`config.mk`:
```
export PLATFORM = sky130hd
export DESIGN_NAME = prga
export DESIGN_NICKNAME = d
export VERILOG_FILES = /design/src/rtl/arc4_pkg.sv /design/src/rtl/prga.sv
export SDC_FILE = /design/constraint.sdc
export NUM_CORES = 1
export LEC_CHECK = 0
export ABC_AREA = 1
export CORE_MARGIN = 1.5
export CORE_UTILIZATION = 35
export DETAILED_ROUTE_END_ITERATION = 8
export PLACE_DENSITY = 0.59
export RECOVER_POWER = 100
export SKIP_LAST_GASP = 1
export SYNTH_ARGS = -nofsm -noshare
export SYNTH_HDL_FRONTEND = slang
export SYNTH_SLANG_ARGS = --single-unit
```
`constraint.sdc`:
```
create_clock -name clk -period 4.9 [get_ports clk]
set_clock_uncertainty 0.2 [all_clocks]
set_input_delay 0.98 -clock clk [delete_from_list [all_inputs] [get_ports clk]]
set_output_delay 0.98 -clock clk [all_outputs]
set_load 0.01 [all_outputs]
```
`src/rtl/arc4_pkg.sv`:
```
// Shared types and constants for the ARC4 datapath stages.
// Latency: n/a (declarations only).
// Backpressure: n/a.
package arc4_pkg;

    typedef logic [7:0] byte_t;

    typedef enum logic [3:0] {
        ST_IDLE   = 4'd0,
        ST_LEN_RD = 4'd1,
        ST_LEN_WR = 4'd2,
        ST_RD_I   = 4'd3,
        ST_RD_J   = 4'd4,
        ST_WR_I   = 4'd5,
        ST_WR_J   = 4'd6,
        ST_RD_PAD = 4'd7,
        ST_WR_PT  = 4'd8
    } prga_state_t;

    // Length byte lives at address 0 of both message RAMs.
    localparam byte_t LEN_ADDR = 8'd0;

endpackage

```
`src/rtl/prga.sv`:
```
// ARC4 keystream generation + decryption: reads S/ct RAMs, writes plaintext RAM.
// Latency: busy for 2 + 6*L cycles after an accepted start (L = ct[0]).
// Backpressure: en is accepted only while rdy=1; en while busy is ignored.
module prga
    import arc4_pkg::*;
(
    input  logic       clk,
    input  logic       rst_n,
    input  logic       en,
    output logic       rdy,
    output logic [7:0] s_addr,
    input  logic [7:0] s_rddata,
    output logic [7:0] s_wrdata,
    output logic       s_wren,
    output logic [7:0] ct_addr,
    input  logic [7:0] ct_rddata,
    output logic [7:0] pt_addr,
    output logic [7:0] pt_wrdata,
    output logic       pt_wren
);

    prga_state_t state;
    byte_t       k;      // message byte index; also serves as the RC4 i counter
    byte_t       j;
    byte_t       si;
    byte_t       sj;
    byte_t       ctk;
    byte_t       len;

    // S[k] arrives during RD_J, so the new j has to be formed from live read data
    // to address S[j] in the same cycle.
    byte_t j_new;
    byte_t pad_idx;
    assign j_new   = j + s_rddata;
    assign pad_idx = si + sj;

    // FSM and datapath registers; one keystream byte every six cycles.
    always_ff @(posedge clk or negedge rst_n) begin
        if (!rst_n) begin
            state <= ST_IDLE;
            k     <= 8'd0;
            j     <= 8'd0;
            si    <= 8'd0;
            sj    <= 8'd0;
            ctk   <= 8'd0;
            len   <= 8'd0;
        end else begin
            case (state)
                ST_IDLE: begin
                    if (en) state <= ST_LEN_RD;
                end
                ST_LEN_RD: state <= ST_LEN_WR;
                ST_LEN_WR: begin
                    len   <= ct_rddata;
                    j     <= 8'd0;
                    k     <= 8'd1;
                    state <= (ct_rddata == 8'd0) ? ST_IDLE : ST_RD_I;
                end
                ST_RD_I: state <= ST_RD_J;
                ST_RD_J: begin
                    si    <= s_rddata;
                    ctk   <= ct_rddata;
                    j     <= j_new;
                    state <= ST_WR_I;
                end
                ST_WR_I: begin
                    sj    <= s_rddata;
                    state <= ST_WR_J;
                end
                ST_WR_J:   state <= ST_RD_PAD;
                ST_RD_PAD: state <= ST_WR_PT;
                ST_WR_PT: begin
                    if (k == len) begin
                        state <= ST_IDLE;
                    end else begin
                        k     <= k + 8'd1;
                        state <= ST_RD_I;
                    end
                end
                default: state <= ST_IDLE;
            endcase
        end
    end

    // RAM controls decoded from state; idle fields park at zero.
    always_comb begin
        rdy       = 1'b0;
        s_addr    = 8'd0;
        s_wrdata  = 8'd0;
        s_wren    = 1'b0;
        ct_addr   = 8'd0;
        pt_addr   = 8'd0;
        pt_wrdata = 8'd0;
        pt_wren   = 1'b0;
        case (state)
            ST_IDLE: rdy = 1'b1;
            ST_LEN_RD: ct_addr = LEN_ADDR;
            ST_LEN_WR: begin
                pt_addr   = LEN_ADDR;
                pt_wrdata = ct_rddata;
                pt_wren   = 1'b1;
            end
            ST_RD_I: begin
                s_addr  = k;
                ct_addr = k;
            end
            ST_RD_J: s_addr = j_new;
            ST_WR_I: begin
                // S[j] is on the read bus this cycle; write it straight into S[k].
                s_addr   = k;
                s_wrdata = s_rddata;
                s_wren   = 1'b1;
            end
            ST_WR_J: begin
                // When j==k this overwrites the WR_I result with si, as RC4 requires.
                s_addr   = j;
                s_wrdata = si;
                s_wren   = 1'b1;
            end
            ST_RD_PAD: s_addr = pad_idx;
            ST_WR_PT: begin
                pt_addr   = k;
                pt_wrdata = s_rddata ^ ctk;
                pt_wren   = 1'b1;
            end
            default: rdy = 1'b0;
        endcase
    end

endmodule

```
==> flow_metrics.py <==
metrics = {
    "yosys": {
        "yosysTopAreaCellShare_pct": 37.1,
        "synth_cells": 482,
        "postSynth.asyncResetShare_pct": 100,
        "synth_area_per_cell_um2": 7.28,
        "synth-edff-count": 0,
        "synth_common_cells": "nand2_1 (164), dfrtp_1 (52), inv_1 (48), nand3_1 (39), nor2_1 (36)",
        "synth_area_um2": 3510,
        "ys_seq_elements": 52,
        "synth_area_leaders": "dfrtp_1 (37%), nand2_1 (18%), nand3_1 (5.6%)",
        "yosys_warnings": 0,
        "synth_ff_type": "dfrtp_1",
        "yosys.area.top_type": "dfrtp_1",
        "ys_seq_area_share_pct": 37.1,
        "synth_most_common_cell": "nand2_1",
        "synth_cell_types": 33,
        "synth.net_count": 518,
    },
    "critical_path": {
        "end_kind": "output pin",
        "cp_data_arrival_time_ns": 3.38,
        "timing.rr.start": "state[1]",
        "critPathKind": "input port to output pin",
        "crit_path_start": "s_rddata[0]",
        "crit_slowest_cell": "dlygate4sd3_1",
        "start_kind": "input port",
        "critical_path.max_stage_delay_ns": 0.62,
        "path_max_fanout": 4,
        "worstPathCellList": "dlygate4sd3_1 > ha_1 > fa_1 > nand4_1 > nand3_1 > nand2_1 > nand3_1 > nand3_1 > dlygate4sd3_1",
        "critPathRequiredTime_ns": 3.72,
        "crit_top_cell": "nand3_1",
    },
    "cts": {
        "cts_buffers": 5,
        "holdBufCountCts": 0,
        "post_cts_buffers": 0,
        "clock_path_buffers": 2,
        "cts_tree": "yes",
        "cts_resized": 0,
        "ctsRootBufferMaster": "clkbuf_8",
        "cts.htree.levels": 2,
        "clkTransAtPathRegs_ns": 0.10,
        "clkLatencyLatePin_ns": 0.32,
        "clock_sinks": 52,
    },
    "floorplan": {
        "rows": 36,
        "coreArea_um2": 9730,
        "fp.dieH_um": 103,
        "initial_core_util_pct": 36.0,
        "die_area_um2": 10600,
        "dieWidth_um": 103,
        "ios": 62,
    },
    "timing": {
        "relSlewSlack_pct": -5.00,
        "holdWs_ns": 0.293,
        "hold_viol": 0,
        "grt_setup_unrepaired": "no",
        "period_share_pct": 93.0,
        "fin_setup_tns_ns": 0,
        "worst_pin_slew_ns": 1.57,
        "max_clock_freq_ghz": 0.219,
        "layout_setup_ws_ns": 0.342,
        "finalCriticalPeriod_ns": 4.56,
        "slew_violations": 28,
        "finalSetupViolCount": 0,
    },
    "layout": {
        "layout.nets": 576,
        "diodes": 0,
        "syn_to_final_growth_pct": 21.2,
        "final_area_um2": 4250,
        "drive_gt1_share_pct": 4.44,
    },
    "drt": {
        "first_pass_iters": 5,
        "wl_per_cell_um": 14.4,
        "ant_nets": 0,
        "drt_iter0_drc": 187,
        "drc": 0,
        "vias_per_cell": 4.79,
        "routed_wl_mm": 9.72,
        "dr_total_vias": 3230,
    },
    "global_routing": {
        "antenna_found_initial": 0,
        "grt_overflow": 0,
        "grt_pass1_vias": 3085,
        "grtUsageTotal_pct": 19.5,
        "grt_pass1_wl_mm": 15.8,
        "grt_max_degree": 36,
    },
    "placement": {
        "port_buffers": 61,
        "dp_hpwl_mm": 7.18,
        "place_area_um2": 4210,
        "globalplace.congestion": 0.893,
        "dpl_worst_slack_ns": 0.436,
    },
    "power_and_ir_drop": {
        "powerDensity_nw_per_um2": 555,
        "p_leak_nw": 2.25,
        "worst_ir_drop_vdd_mv": 0.202,
        "power_mw": 2.36,
    },
    "worst_hold_path": {
        "hold_path.class": "register to register",
        "min_from": "sj[6]",
    },
    "run_status": {
        "status": "finished with violations",
        "violations": "capacitance limit, slew limit",
    },
    "job": {
        "max_cap_violations": 1,
    },
}
stage by stage:
step	instances	utilization, %
floorplan	482	-
global placement	666	43.3
detailed placement	666	43.3
CTS	674	44.5
global route	674	43.7
finish	674	43.7
worst paths after layout:
path                        endpoint  cells after the start  slack, ns
max                        s_addr[6]                      9       0.34
min                            sj[6]                      2       0.29
max reg2reg                     k[7]                      8       2.37
min reg2reg                    sj[6]                      2       0.29
max in group asynchronous       j[4]                      2       1.64
min in group asynchronous   state[2]                      1       0.85
flip-flops by register name (all words and copies together), names as in the netlist:
name	flops
ctk	8
j	8
k	8
len	8
si	8
sj	8
state	4
report_power, final:
part / leakage (nW) / internal [mW] / switching, mW
combinational: 1.53 / 0.525 / 0.777
sequential: 0.656 / 0.606 / 0.137
clock: 0.0583 / 0.154 / 0.160
total: 2.25 / 1.29 / 1.07
placed cells by master, fill, tap and decap left out, drive strengths merged, types with 3 or more instances in the layout:
| cell | synthesis | routed |
|---|---|---|
| dfrtp | 52 | 52 |
| clkdlybuf4s50 | 0 | 22 |
| a21oi | 12 | 12 |
| ha | 15 | 15 |
| clkbuf | 0 | 7 |
| nand3b | 3 | 3 |
| clkinv | 1 | 3 |
| nand3 | 41 | 41 |
| inv | 56 | 56 |
| nand2 | 173 | 173 |
| nor3 | 4 | 4 |
| o21ai | 28 | 28 |
| nor2 | 45 | 45 |
| xnor2 | 17 | 17 |
| a22oi | 4 | 4 |
| nand4 | 9 | 9 |
| dlygate4sd3 | 0 | 38 |
cell families (layout without fill, tap and decap cells):
family / count (synthesis) / count (layout) / share of synthesized area, %
buffers and inverters: 69 / 128 / 8.42
DFF: 52 / 52 / 37.1
AOI/OAI and AO/OA: 50 / 50 / 7.99
and+or+nand+nor: 277 / 277 / 35.7
xor gates and xnor gates: 17 / 17 / 4.25
adders and majority gates: 17 / 17 / 6.49
metal layers:
metal  vias to the layer above  routed length, µm  GRT usage (%)
met2                        84               4600           32.3
met5                         -                  0              0
met3                         6                488           2.51
li1                       1651                  -              -
met4                         0                 78           3.95
met1                      1489               4550           27.3
layout make-up:
class / count / area, µm²
Fill cell: 1046 / 5480
Multi-Input combinational cell: 361 / 1840
Sequential cell: 52 / 1300
Timing Repair Buffer: 63 / 616
Inverter: 57 / 214
Tap cell: 133 / 166
Clock buffer: 5 / 68.8
Clock inverter: 3 / 47.5
critical path, delay by kind of cell:
kind                       cells  cell delay (ns)
adders and majority gates      2             0.67
and+or+nand+nor                5             0.49
buffers and inverters          2             1.23
Power figures use the tool's default switching activity.
